**config.mk**
```make
export PLATFORM = sky130hd
export DESIGN_NAME = wb_arbiter
export DESIGN_NICKNAME = d
export VERILOG_FILES = /design/src/rtl/wb_arbiter.sv
export SDC_FILE = /design/constraint.sdc
export NUM_CORES = 1
export LEC_CHECK = 0
export BUFFER_PORTS_ARGS = -buffer_cell sky130_fd_sc_hd__buf_2
export CAP_MARGIN = 0
export CELL_PAD_IN_SITES_DETAIL_PLACEMENT = 1
export CELL_PAD_IN_SITES_GLOBAL_PLACEMENT = 2
export CORE_MARGIN = 5
export CORE_UTILIZATION = 36
export CTS_BUF_LIST = sky130_fd_sc_hd__clkbuf_4
export DETAILED_ROUTE_END_ITERATION = 8
export PLACE_DENSITY = 0.89
export SETUP_SLACK_MARGIN = 0.3
export SLEW_MARGIN = 20
export SYNTH_ARGS = -nofsm -noshare
export SYNTH_HDL_FRONTEND = slang
export SYNTH_SLANG_ARGS = --single-unit
```
**constraint.sdc**
```tcl
create_clock -name CLK -period 1.8 [get_ports CLK]
set_input_delay 0.09 -clock CLK [delete_from_list [all_inputs] [get_ports CLK]]
set_output_delay 0.09 -clock CLK [all_outputs]
set_load 0.01 [all_outputs]
```
**src/rtl/wb_arbiter.sv**
```systemverilog
// Writeback arbiter that drives the register file write port. ALU results have priority;
// load results wait in an in-order FIFO, which a starvation counter eventually forces out.
module wb_arbiter #(
  parameter int unsigned W      = 8,
  parameter int unsigned D      = 3,
  parameter int unsigned DEPTH  = 2,
  parameter int unsigned STARVE = 4
) (
  input  logic         CLK,
  input  logic         RST_N,
  input  logic         alu_valid,
  input  logic [D-1:0] alu_waddr,
  input  logic [W-1:0] alu_data,
  input  logic         alu_imm,
  input  logic         ld_valid,
  output logic         ld_ready,
  input  logic [D-1:0] ld_waddr,
  input  logic [W-1:0] ld_data,
  output logic         write_en,
  output logic         write_imm,
  output logic [D-1:0] waddr,
  output logic [W-1:0] data_in,
  output logic         ld_pending,
  input  logic [D-1:0] chk_addr,
  output logic         chk_hit,
  output logic         alu_stall,
  output logic         alu_drop
);

  localparam int unsigned PW = (DEPTH > 1) ? $clog2(DEPTH) : 1;
  localparam int unsigned CW = $clog2(DEPTH + 1);
  localparam int unsigned AW = $clog2(STARVE + 1);

  logic [D-1:0]     fifo_addr_q [DEPTH];
  logic [W-1:0]     fifo_data_q [DEPTH];
  logic [DEPTH-1:0] vld_q, vld_d;
  logic [PW-1:0]    rd_ptr_q, rd_ptr_d, wr_ptr_q, wr_ptr_d;
  logic [CW-1:0]    count_q, count_d;
  logic [AW-1:0]    age_q, age_d;

  logic         write_en_q, write_imm_q, drop_q;
  logic [D-1:0] waddr_q;
  logic [W-1:0] data_q;

  logic         fifo_ne, accept, pop, push, bypass;
  logic         sel_en, sel_imm, drop_d;
  logic [D-1:0] sel_addr;
  logic [W-1:0] sel_data;

  function automatic logic [PW-1:0] ptr_inc(input logic [PW-1:0] p);
    return (p == PW'(DEPTH - 1)) ? '0 : p + PW'(1);
  endfunction

  assign fifo_ne    = (count_q != '0);
  assign ld_pending = fifo_ne;
  assign alu_stall  = (age_q == AW'(STARVE));
  // Based on registered occupancy only, so a same-cycle pop never frees a slot early.
  assign ld_ready   = RST_N && (count_q < CW'(DEPTH));
  assign accept     = ld_valid && ld_ready;

  always_comb begin
    pop      = 1'b0;
    bypass   = 1'b0;
    sel_en   = 1'b0;
    sel_imm  = 1'b0;
    sel_addr = waddr_q;
    sel_data = data_q;
    drop_d   = 1'b0;
    if (alu_stall && fifo_ne) begin
      pop    = 1'b1;
      drop_d = alu_valid;
    end else if (alu_valid) begin
      sel_en   = 1'b1;
      sel_imm  = alu_imm;
      sel_addr = alu_imm ? '0 : alu_waddr;
      sel_data = alu_data;
    end else if (fifo_ne) begin
      pop = 1'b1;
    end else if (accept) begin
      bypass   = 1'b1;
      sel_en   = 1'b1;
      sel_addr = ld_waddr;
      sel_data = ld_data;
    end
    if (pop) begin
      sel_en   = 1'b1;
      sel_addr = fifo_addr_q[rd_ptr_q];
      sel_data = fifo_data_q[rd_ptr_q];
    end
  end

  assign push = accept && !bypass;

  always_comb begin
    rd_ptr_d = pop  ? ptr_inc(rd_ptr_q) : rd_ptr_q;
    wr_ptr_d = push ? ptr_inc(wr_ptr_q) : wr_ptr_q;
    vld_d    = vld_q;
    if (pop)  vld_d[rd_ptr_q] = 1'b0;
    if (push) vld_d[wr_ptr_q] = 1'b1;
    count_d = count_q;
    if (push && !pop) count_d = count_q + CW'(1);
    if (pop && !push) count_d = count_q - CW'(1);
    age_d = age_q;
    if (!fifo_ne || pop)            age_d = '0;
    else if (age_q != AW'(STARVE)) age_d = age_q + AW'(1);
  end

  always_ff @(posedge CLK) begin
    if (!RST_N) begin
      vld_q       <= '0;
      rd_ptr_q    <= '0;
      wr_ptr_q    <= '0;
      count_q     <= '0;
      age_q       <= '0;
      write_en_q  <= 1'b0;
      write_imm_q <= 1'b0;
      waddr_q     <= '0;
      data_q      <= '0;
      drop_q      <= 1'b0;
    end else begin
      vld_q       <= vld_d;
      rd_ptr_q    <= rd_ptr_d;
      wr_ptr_q    <= wr_ptr_d;
      count_q     <= count_d;
      age_q       <= age_d;
      write_en_q  <= sel_en;
      write_imm_q <= sel_imm;
      waddr_q     <= sel_addr;
      data_q      <= sel_data;
      drop_q      <= drop_d;
    end
  end

  // Payload storage needs no reset; validity is tracked by vld_q.
  always_ff @(posedge CLK) begin
    if (RST_N && push) begin
      fifo_addr_q[wr_ptr_q] <= ld_waddr;
      fifo_data_q[wr_ptr_q] <= ld_data;
    end
  end

  always_comb begin
    chk_hit = write_en_q && !write_imm_q && (waddr_q == chk_addr);
    for (int i = 0; i < DEPTH; i++) begin
      if (vld_q[i] && (fifo_addr_q[i] == chk_addr)) chk_hit = 1'b1;
    end
  end

  assign write_en  = write_en_q;
  assign write_imm = write_imm_q;
  assign waddr     = waddr_q;
  assign data_in   = data_q;
  assign alu_drop  = drop_q;

endmodule

```
==> impl_results.md <==
* Status: completed
* YS warnings at 0
* CP endpoint kind: register
* Nets at 277
* Initial Utilization at 0.371
* Fmax at 674 MHz
* Drt drc at 0
* Grt ovf at 0
* Core Rows at 27
* Setup violators final at 0
* Commonest non-fill, non-tap cell in the layout: buf_2
* Clock Skew at 20.3 ps
* Max FO, Critical Path at 8
* M1 GR Usage at 0.184
* Vias in the first global route at 1750
* Critical Path Source: age_q[1]
* Post-Syn Instances at 173
* Layout cells sized above 1 at 0.374
* GR peak layer: met2
* Slowest CP cell: dfxtp_2
* Startpoint type of the worst setup path: register
* CTS clk-pin slew, worst paths at 130 ps
* Part of the Yosys area used for sequential elements at 0.555
* Crit path time final at 1480 ps
* RSZ-0062 raised after global routing: true
* Clk buf depth at 2
* Clock sink count at 46
* Worst-path cell chain: inv_2 > ha_4 > nand2_8 > buf_12 > a21oi_4 > nand2_1 > a32o_1
* Worst Path Buf+Inv at 2
* Synth Register Bits at 46
* Slew headroom at 0.797
* Worst hold path type: in2reg
* Final Max Slew Viols at 0
* Worst r2r src: age_q[1]
* Ports at 48
* Core outline area at 5540 um2
* Largest net degree at the start of global routing at 15
* First-pass GRT wire length at 8.71 mm
* Tightest Pin Transition at 305 ps
* Antenna-violating nets left at 0
* Arrival @ worst endpoint at 1760 ps
* Worst r2r dst: data_in[3]
* R2r worst-path depth at 7
* Worst VDD drop at 534 uV
* Clk_lat worst skew at 380 ps
* CP endpoint: data_in[3]
* Initial antenna violation count at 0
* Most frequent cells in the layout: 47 x buf_2, 22 x nand2_1, 22 x edfxtp_1, 20 x mux2i_1, 20 x dfxtp_1
* DRT Pass-1 Iters at 4
* Routability cong. at 0.759
* Tot GR Track Use at 0.155
* Drt via density at 4.97
* Fin crit share at 0.825
* Synthesized area at 2050 um2
* Vias at 1582
* Critical path type: reg2reg
* CTS Root Cell: clkbuf_4
* Pwr per Cell Area at 806 nW/um2
* R2R setup slack at 320 ps
* Critical Path RT at 2080 ps
* Syn Area/Cell at 11.9 um2
* Die W at 85.5 um
* PortBufs at 47
* Die area at 7320 um2
* Met2 Track Usage GR at 0.275
* Stages on worst setup path at 7
* Crit-path max cell delay at 350 ps
* Fin Setup TNS at 0 ps
* Dpl cells at 291
* First DRT Iteration DRCs at 93
* Diode count at 0
* Final hold violation count at 0
* Final WL at 5.46 mm
* Max Cap Viol at 0
* Lkg Pwr at 1.09 nW
* Die Span Y at 85.5 um
* Area contributors post-synth: edfxtp_1 32%, dfxtp_1 23%, mux2i_1 9.7%
* Wirelength per Cell at 17.2 um
* H-tree depth at 2
* Area growth syn-to-layout at 32.1%
* Syn Nets at 205
* Cell variety after synth at 34
* Area fraction of the dominant cell type after synthesis at 0.322
* DP HPWL at 3.56 mm
* CTS tree: yes
* Largest area contributor in the netlist: edfxtp_1
* Cell family with most CP delay: compound AO/OA/AOI/OAI gates
* Final Non-Filler Cells at 318
* Met3 Use GR at 0.0375
* CTS buffer count at 5
-- layer usage --
metal	vias to the layer above	wire length (um)
met3	8	203
li1	764	-
met1	774	2330
met4	0	103
met2	36	2830
met5	-	0
-- area by class of cell --
| type | count | area, um2 |
|---|---|---|
| tap | 72 | 90.1 |
| clock inverter | 2 | 37.5 |
| inverter | 7 | 26.3 |
| clock buffer | 6 | 45.0 |
| sequential | 46 | 1150 |
| fill | 638 | 2830 |
| timing repair buffer | 72 | 473 |
| multi-input combinational | 113 | 896 |
-- through the flow --
| stage | hold slack (ps) | utilization | power (W) | cell area (um2) | setup WS, ps |
|---|---|---|---|---|---|
| 2_1_floorplan | 189 | - | 0.00138 | 2050 | 330 |
| 3_3_place_gp | 291 | 0.428 | 0.00150 | 2370 | 202 |
| 3_5_place_dp | 297 | 0.428 | 0.00151 | 2370 | 150 |
| 4_1_cts | 10.7 | 0.477 | 0.00218 | 2640 | 298 |
| 5_1_grt | 45.1 | 0.490 | 0.00229 | 2710 | 265 |
| 6_report | 51.7 | 0.490 | 0.00219 | 2710 | 316 |
-- power by group --
group / internal (W) / switching (W) / total [W]
combinational: 0.000177 / 0.000186 / 0.000363
clock: 0.000308 / 0.000337 / 0.000645
sequential: 0.00115 / 0.0000316 / 0.00118
total: 0.00163 / 0.000555 / 0.00219
-- timing repair --
item / 4_1_cts / 5_1_grt
hold buffers: 11 / 1
setup endpoints to repair: 28 / 37
pin swaps: 6 / 19
hold endpoints to repair: 22 / 1
setup buffers: 3 / 3
gates cloned: 1 / 0
gates resized for setup: 9 / 9
-- worst register-to-register path: stages (launching register included) --
cell and delay (ps):
dfxtp_2 350, inv_2 60, ha_4 160, nand2_8 70, buf_12 140, a21oi_4 250, nand2_1 110, a32o_1 260
-- cell usage after synthesis, drive strengths merged --
| cell | count |
|---|---|
| a21o | 1 |
| nor3b | 2 |
| and2 | 2 |
| ha | 2 |
| nand2 | 23 |
| inv | 7 |
| xnor2 | 10 |
| and3 | 1 |
| nand2b | 3 |
| nand4 | 3 |
| mux2i | 20 |
| nor3 | 2 |
| edfxtp | 22 |
| o21ai | 4 |
| buf | 7 |
| xor2 | 1 |
| a221o | 2 |
| o21a | 1 |
| a32o | 11 |
| a21oi | 2 |
| nor2 | 8 |
| a211o | 1 |
| nand3 | 4 |
| a21boi | 5 |
| nor2b | 4 |
| dfxtp | 24 |
| clkbuf | 1 |
-- sequential cells by signal (all words and copies together), names as in the netlist, named ones only --
name and count:
count_q 2, data_in 8, rd_ptr_q 1, write_imm 1, alu_drop 1, fifo_data_q 16
vld_q 2, write_en 1, age_q 3, fifo_addr_q 6, waddr 3, wr_ptr_q 1
-- logic make-up after synthesis --
| family | count (synthesis) | synth area share |
|---|---|---|
| AO/OA/AOI/OAI | 27 | 0.116 |
| XOR/XNOR | 11 | 0.0469 |
| adder cells (fa/ha/maj) | 2 | 0.0122 |
| buffers and inverters | 15 | 0.0438 |
| flip-flops | 46 | 0.555 |
| multiplexers | 20 | 0.0974 |
| AND/OR/NAND/NOR | 52 | 0.129 |
-- worst min-delay path by stage --
| stage | start | endpoint | slack, ps | cells past startpoint |
|---|---|---|---|---|
| after global routing | ld_valid | count_q[1] | 50 | 3 |
| after detailed placement | ld_data[3] | fifo_data_q[0][3] | 300 | 1 |
| after floorplan | ld_waddr[0] | fifo_addr_q[0][0] | 190 | 0 |
| final | ld_valid | count_q[1] | 50 | 3 |
| after CTS | alu_imm | write_imm | 10 | 3 |
| after global placement | ld_data[5] | fifo_data_q[0][5] | 290 | 1 |
No activity file was read; power rests on OpenSTA's default activity.
